`config.mk`:
```
export PLATFORM = sky130hd
export DESIGN_NAME = mem_access_stage
export DESIGN_NICKNAME = d
export VERILOG_FILES = /design/src/rtl/mem_access_stage.sv
export SDC_FILE = /design/constraint.sdc
export NUM_CORES = 1
export LEC_CHECK = 0
export ABC_AREA = 1
export CELL_PAD_IN_SITES_DETAIL_PLACEMENT = 1
export CELL_PAD_IN_SITES_GLOBAL_PLACEMENT = 2
export CORE_ASPECT_RATIO = 0.7
export CORE_MARGIN = 2
export CORE_UTILIZATION = 19
export CTS_CLUSTER_DIAMETER = 60
export CTS_CLUSTER_SIZE = 16
export DETAILED_ROUTE_END_ITERATION = 7
export GPL_TIMING_DRIVEN = 0
export PLACE_DENSITY_LB_ADDON = 0.3
export SLEW_MARGIN = 20
export SYNTH_ARGS = -nofsm -noshare
export SYNTH_HDL_FRONTEND = slang
export SYNTH_SLANG_ARGS = --single-unit
```
`constraint.sdc`:
```
create_clock -name clk -period 2.5 [get_ports clk]
set_clock_uncertainty 0.15 [all_clocks]
set_input_delay 0.375 -clock clk [delete_from_list [all_inputs] [get_ports clk]]
set_output_delay 0.375 -clock clk [all_outputs]
set_load 0.01 [all_outputs]
```
`src/rtl/mem_access_stage.sv`:
```
// MEM stage of the RV32I pipeline: issues data-memory loads/stores over a
// req/ready handshake, steers byte lanes, extends load data, flags misaligned
// or illegal accesses, aborts accesses that wait too long, and owns MEM/WB.
module mem_access_stage #(
    parameter int TIMEOUT = 16
) (
    input  logic        clk,
    input  logic        rst,
    input  logic        RegWrite_in,
    input  logic        MemRead_in,
    input  logic        MemWrite_in,
    input  logic        MemToReg_in,
    input  logic [31:0] alu_result_in,
    input  logic [31:0] rs2_data_in,
    input  logic [4:0]  rd_in,
    input  logic [2:0]  funct3_in,
    output logic        dmem_req,
    output logic        dmem_we,
    output logic [31:0] dmem_addr,
    output logic [31:0] dmem_wdata,
    output logic [3:0]  dmem_be,
    input  logic        dmem_ready,
    input  logic [31:0] dmem_rdata,
    output logic        mem_stall,
    output logic        wb_RegWrite,
    output logic        wb_MemToReg,
    output logic [31:0] wb_alu_result,
    output logic [31:0] wb_load_data,
    output logic [4:0]  wb_rd,
    output logic        misaligned_exc,
    output logic        bus_error
);

    // Last wait_cnt value before the access is abandoned.
    localparam logic [7:0] LAST_CNT = 8'(TIMEOUT - 2);

    typedef enum logic {IDLE, WAIT} state_t;

    state_t      state;
    logic [7:0]  wait_cnt;
    logic        is_load, is_store, op, legal, misalign, bad, abort;
    logic [1:0]  off;
    logic [7:0]  byte_sel;
    logic [15:0] half_sel;
    logic [31:0] load_ext;

    // Decode the access and classify it as legal/aligned or bad.
    always_comb begin
        is_load  = MemRead_in;
        is_store = MemWrite_in & ~MemRead_in;  // a load wins when both are set
        op       = MemRead_in | MemWrite_in;
        off      = alu_result_in[1:0];
        legal    = 1'b0;
        if (is_load)
            legal = (funct3_in == 3'b000) || (funct3_in == 3'b001) || (funct3_in == 3'b010) ||
                    (funct3_in == 3'b100) || (funct3_in == 3'b101);
        else if (is_store)
            legal = (funct3_in == 3'b000) || (funct3_in == 3'b001) || (funct3_in == 3'b010);
        misalign = ((funct3_in[1:0] == 2'b01) && off[0]) ||
                   ((funct3_in[1:0] == 2'b10) && (off != 2'b00));
        bad      = op & (~legal | misalign);
    end

    // Handshake and stall: WAIT keeps requesting until ready or the abort cycle.
    always_comb begin
        abort     = (state == WAIT) && !dmem_ready && (wait_cnt == LAST_CNT);
        dmem_req  = !rst && ((state == IDLE) ? (op && !bad) : !abort);
        mem_stall = dmem_req && !dmem_ready;
        dmem_we   = is_store;
        dmem_addr = {alu_result_in[31:2], 2'b00};
    end

    // Store lane steering; loads always read the whole word.
    always_comb begin
        dmem_be    = 4'b1111;
        dmem_wdata = rs2_data_in;
        if (is_store) begin
            case (funct3_in[1:0])
                2'b00: begin
                    dmem_be    = 4'b0001 << off;
                    dmem_wdata = {4{rs2_data_in[7:0]}};
                end
                2'b01: begin
                    dmem_be    = off[1] ? 4'b1100 : 4'b0011;
                    dmem_wdata = {2{rs2_data_in[15:0]}};
                end
                default: begin
                    dmem_be    = 4'b1111;
                    dmem_wdata = rs2_data_in;
                end
            endcase
        end
    end

    // Little-endian byte/halfword pick and sign/zero extension of read data.
    always_comb begin
        byte_sel = dmem_rdata[8*off +: 8];
        half_sel = off[1] ? dmem_rdata[31:16] : dmem_rdata[15:0];
        case (funct3_in)
            3'b000:  load_ext = {{24{byte_sel[7]}}, byte_sel};
            3'b001:  load_ext = {{16{half_sel[15]}}, half_sel};
            3'b100:  load_ext = {24'd0, byte_sel};
            3'b101:  load_ext = {16'd0, half_sel};
            default: load_ext = dmem_rdata;
        endcase
    end

    // Access FSM: IDLE starts a wait when memory is not ready, WAIT counts.
    always_ff @(posedge clk) begin
        if (rst) begin
            state    <= IDLE;
            wait_cnt <= 8'd0;
        end else begin
            case (state)
                IDLE: begin
                    if (dmem_req && !dmem_ready) begin
                        state    <= WAIT;
                        wait_cnt <= 8'd0;
                    end
                end
                WAIT: begin
                    if (dmem_ready || abort)
                        state <= IDLE;
                    else
                        wait_cnt <= wait_cnt + 8'd1;
                end
                default: state <= IDLE;
            endcase
        end
    end

    // MEM/WB register: bubble while stalled, suppress writeback on bad/abort.
    always_ff @(posedge clk) begin
        if (rst) begin
            wb_RegWrite    <= 1'b0;
            wb_MemToReg    <= 1'b0;
            wb_alu_result  <= 32'd0;
            wb_load_data   <= 32'd0;
            wb_rd          <= 5'd0;
            misaligned_exc <= 1'b0;
            bus_error      <= 1'b0;
        end else if (mem_stall) begin
            wb_RegWrite    <= 1'b0;
            wb_rd          <= 5'd0;
            misaligned_exc <= 1'b0;
            bus_error      <= 1'b0;
        end else begin
            wb_RegWrite    <= RegWrite_in && !bad && !abort;
            wb_MemToReg    <= MemToReg_in;
            wb_alu_result  <= alu_result_in;
            wb_load_data   <= load_ext;
            wb_rd          <= rd_in;
            misaligned_exc <= bad;
            bus_error      <= abort;
        end
    end

endmodule

```
=== Word level (Yosys, flattened, before mapping) ===
Cells that the tools add are included.

* $add $sub $neg: 1
* Eq/ne operators: 9
* Shifts and indexed selects: 2
* Mux-type cells: 16
* Bitwise gates (word level): 7
* Reduce and logical (&&, ||, !) cells: 24

{| class="wikitable"
|+ Operator list
! operator !! number
|-
| $pmux 32 s4 || 1
|-
| $pmux 32 s2 || 1
|-
| $mux 32 || 1
|-
| $shiftx 32x6->8 || 1
|-
| $mux 16 || 1
|-
| $mux 8 || 2
|-
| $pmux 8 s2 || 1
|-
| $logic_and 1x1->1 || 9
|-
| $add 8x1->8 const B || 1
|-
| $eq 8x4->1 const B || 1
|-
| $mux 4 || 2
|-
| $pmux 4 s2 || 1
|-
| $eq 3x3->1 const B || 2
|-
| $logic_or 1x1->1 || 6
|-
| $mux 1 || 5
|-
| $logic_not 1->1 || 4
|-
| $ne 2x2->1 const B || 2
|-
| $shl 1x2->4 const A || 1
|-
| $eq 3x1->1 const B || 1
|-
| $eq 3x2->1 const B || 1
|-
| $logic_not 3->1 || 1
|-
| $not 1->1 || 3
|-
| $and 1x1->1 || 2
|-
| $eq 2x1->1 const B || 1
|-
| other kinds (7) || 8
|}

* Bits in registers: 82
* Output and inout port bits: 144

=== Longest topological paths before layout ===
* Word-level depth: 16
* Mapped depth: 12
* Gate-level depth less buffers: 10

=== Worst setup path before layout ===
Ideal clock, no wire load.

* Kind: input to output
* From: input funct3_in[1]
* To: output dmem_wdata[16]
* Data arrival time: 1464 ps
* Data required time: 1975 ps
* Path slack: 511 ps
* Stages: 6
* Path buffers: 3
* Cell sequence: buf_2 -> inv_2 -> clkbuf_1 -> nand2_1 -> clkbuf_1 -> o21ai_1

* Cells in the longest elaborated chain, start to end: 3
* Elaborated cells on any way between the ends: 4

{| class="wikitable"
|+ Ends and longest elaborated chain
! what !! line !! source
|-
| start, declared || 16 || <nowiki>input logic [2:0] funct3_in,</nowiki>
|-
| $eq 2x1->1 or $logic_not 2->1 (tied branches) || 78 || <nowiki>case (funct3_in[1:0])</nowiki>
|-
| $pmux 32 s2 * || 78 ||
|-
| $mux 32 * || 77 || <nowiki>if (is_store) begin</nowiki>
|-
| end, declared || 20 || <nowiki>output logic [31:0] dmem_wdata,</nowiki>
|}

Every way passes the cells marked *; elsewhere a longest branch is shown, timed or not.

=== Worst setup path after layout ===
* From: input alu_result_in[1]
* To: output dmem_be[1]

* Cells in the longest elaborated chain, start to end: 3
* Elaborated cells on any way between the ends: 4

{| class="wikitable"
|+ Ends and longest elaborated chain
! what !! line !! source
|-
| start, declared || 13 || <nowiki>input logic [31:0] alu_result_in,</nowiki>
|-
| $mux 4 or $shl 1x2->4 (tied branches) || 84, 80 ||
|-
| $pmux 4 s2 * || 78 ||
|-
| $mux 4 * || 77 ||
|-
| end, declared || 21 || <nowiki>output logic [3:0] dmem_be,</nowiki>
|}

Marks and branches as above.

==> flow_summary.json <==
{
  "status": "completed",
  "post_dp_cell_area_mm2": 0.00775,
  "synthSimpleGateAreaFrac": 0.344,
  "relSlewSlack": 0.667,
  "routed-wl-met2_mm": 8.88,
  "final_hold_viol_count": 0,
  "gp_congestion": 0.795,
  "irDropWorstVdd_mv": 0.352,
  "endpoint_kind": "output pin",
  "wl_per_cell_um": 14.8,
  "grt_start_max_net_pins": 15,
  "r2r_start": "wait_cnt[0]",
  "worstPathCellList": "clkdlybuf4s50_1 > buf_2 > clkbuf_4 > o21ai_0 > dlygate4sd2_1",
  "die_y_um": 138,
  "overflow": 0,
  "period_minus_slack_ns": 2.40,
  "dr_total_vias": 5455,
  "reg2regPathDepth": 11,
  "synth_top_family_by_area": "simple AND/OR/NAND/NOR gates",
  "p_per_area_mw_per_mm2": 496,
  "hp-start": "rst",
  "antenna_left": 0,
  "dp_hpwl_mm": 16.5,
  "wl_met1_mm": 10.6,
  "cts_sinks": 82,
  "synthArstFlopShare": 0,
  "setup-violations-final": 0,
  "ctsHoldBuffers": 0,
  "antenna_found_initial": 1,
  "clkTransAtPathRegs_ns": 0.07,
  "leakagePower_nw": 4.04,
  "rows": 48,
  "critical_path.max_fanout": 10,
  "syn_inst": 789,
  "maxClockFrequency_mhz": 417,
  "dieWidth_um": 195,
  "yosys_warnings": 0,
  "slowest_delay_ns": 0.56,
  "synth_compound_area_frac": 0.108,
  "numPortBuffers": 249,
  "via_per_inst": 3.94,
  "crit_arrival_ns": 1.87,
  "drt_iter0_drc": 134,
  "clock_path_buffers": 2,
  "worst_slew_pin_slew_ns": 0.495,
  "coreArea_mm2": 0.0249,
  "synth-xor-area-share": 0.00722,
  "ys_ff_latch": 82,
  "final_area_mm2": 0.00815,
  "report.final.slew_viol_count": 0,
  "syn_to_final_growth_pct": 67.9,
  "critical_path_class": "in -> out",
  "place_inst": 1364,
  "layout.nets": 1166,
  "syn_avg_cell_area_um2": 6.15,
  "insertion_delay_ns": 0.36,
  "layout-drive-gt1-share": 0.138,
  "crit_path_top_delay_cell": "clkdlybuf4s50_1",
  "dr.pass1.iters": 4,
  "cp-start-kind": "input pin",
  "grt_pass1_wl_mm": 31.5,
  "hold_ws_ns": 0.296,
  "dieArea_mm2": 0.0269,
  "r2r-end": "wb_load_data[29]",
  "pin_count": 255,
  "synth-edff-count": 0,
  "fin_util": 0.328,
  "synth_mux_area_frac": 0,
  "numCtsBuffers": 9,
  "ys_types": 33,
  "initial_utilization": 0.195,
  "root_buffer": "clkbuf_16",
  "routed_wl_mm": 20.5,
  "seq_area_frac_synth": 0.338,
  "holdPathEnd": "wait_cnt[5]",
  "grt_pass1_vias": 5424,
  "ff2ff_setup_slack_ns": 0.44,
  "highest-signal-layer": "met4",
  "met3_length_um": 948,
  "holdPathStages": 2,
  "fin_cells": 1384,
  "cap_violations": 0,
  "grt_use_total": 0.154,
  "htree_levels": 3,
  "fin_crit_sh": 0.959,
  "drc": 0,
  "cts_tree": "built",
  "yosys.area_share.adder": 0.00516,
  "rsz0062_at_grt": "false",
  "worst_ep_required_time_ns": 1.98,
  "yosys_most_used_dff": "dfxtp_1",
  "netlist_area_mm2": 0.00485,
  "hold_class": "in -> reg"
}
what timing repair did:
action                                  CTS  global route
buffers inserted                          3             0
endpoints found under the setup margin   31             1
pin swaps                                 3             0
resized for setup                        58             3
worst max-delay path: cells and delay by family:
family	cells	cell delay (ns)
buf+inv	4	1.40
compound gates	1	0.10
synthesized netlist by cell type (2+ instances only):
library cell    n  share of area
inv_1         101          0.078
nand2_1       207           0.16
nand4_1         4         0.0052
clkbuf_1       12         0.0093
nor2_1        144           0.11
nand2_4         2         0.0046
o22ai_1         8          0.010
buf_4          46          0.071
xor2_1          3         0.0054
nand3_1        17          0.018
dfxtp_1        82           0.34
buf_6           2         0.0046
inv_2          20          0.015
a21oi_1        23          0.024
o21ai_0        18          0.019
o21ai_1        44          0.045
ha_1            2         0.0052
nor2_2         18          0.023
nand2_2        11          0.014
buf_2          12          0.012
report_power, final:
part	switching, mW	leakage [nW]	internal, mW
sequential	0.0476	0.680	1.40
clock	0.596	0.154	0.911
combinational	0.522	3.21	0.570
total	1.17	4.04	2.88
per-stage QoR:
step	power (mW)	setup TNS [ns]	worst slack [ns]
2_1_floorplan	1.95	0	0.511
3_3_place_gp	2.58	-20.77	-0.803
3_5_place_dp	2.59	-20.05	-0.786
4_1_cts	4.13	0	0.0798
5_1_grt	4.30	0	0.0134
6_report	4.04	0	0.102
area by class of cell:
type                       instances  area, um^2
inverter                         122         470
clock buffer                      11         243
multi-input combinational        513        2290
buffer                            73         533
tap                              325         407
antenna                            1        2.50
fill                            3131       16700
timing repair buffer             252        2480
clock inverter                     5        86.3
sequential                        82        1640
worst max-delay path by stage:
stage                                start        endpoint
after floorplan               funct3_in[1]  dmem_wdata[16]
after global placement         MemWrite_in  dmem_wdata[17]
after detailed placement       MemWrite_in  dmem_wdata[23]
after CTS                      MemWrite_in       mem_stall
after global routing           MemWrite_in       mem_stall
final                     alu_result_in[1]      dmem_be[1]
state kept, by name (all words and copies together), names as in the netlist:
name	count
wb_RegWrite	1
wb_MemToReg	1
misaligned_exc	1
wb_rd	5
wb_load_data	32
bus_error	1
state	1
wb_alu_result	32
wait_cnt	8
cell usage in the layout (no fill, tap or decap), drive strengths merged:
cell	synthesis	routed
clkdlybuf4s50	0	218
inv	121	122
diode	0	1
xor2	3	3
bufinv	0	2
dlygate4sd2	0	30
clkinvlp	0	2
ha	2	2
nand2	220	220
o21bai	1	1
nand4	4	4
or2	2	2
o211ai	1	1
o22ai	8	8
dfxtp	82	82
conb	1	2
xnor2	1	1
buf	61	64
clkbuf	12	24
a31o	1	1
a22oi	1	1
clkinv	1	1
nor2	163	163
o21ai	62	62
a21oi	24	24
nand3	18	18
metal layers:
layer	vias to the layer above	global-route usage
li1	2854	-
met1	2496	0.217
met2	98	0.234
met3	7	0.0431
met4	0	0.0293
met5	-	0
logic make-up (layout without fill, tap and decap cells):
logic type	count (synthesis)	in the layout
DFF	82	82
buffers and inverters	195	463
AOI/OAI and AO/OA	98	98
adders and majority gates	2	2
and+or+nand+nor	407	407
other	1	3
xor gates and xnor gates	4	4
(Power assumes the default switching activity.)
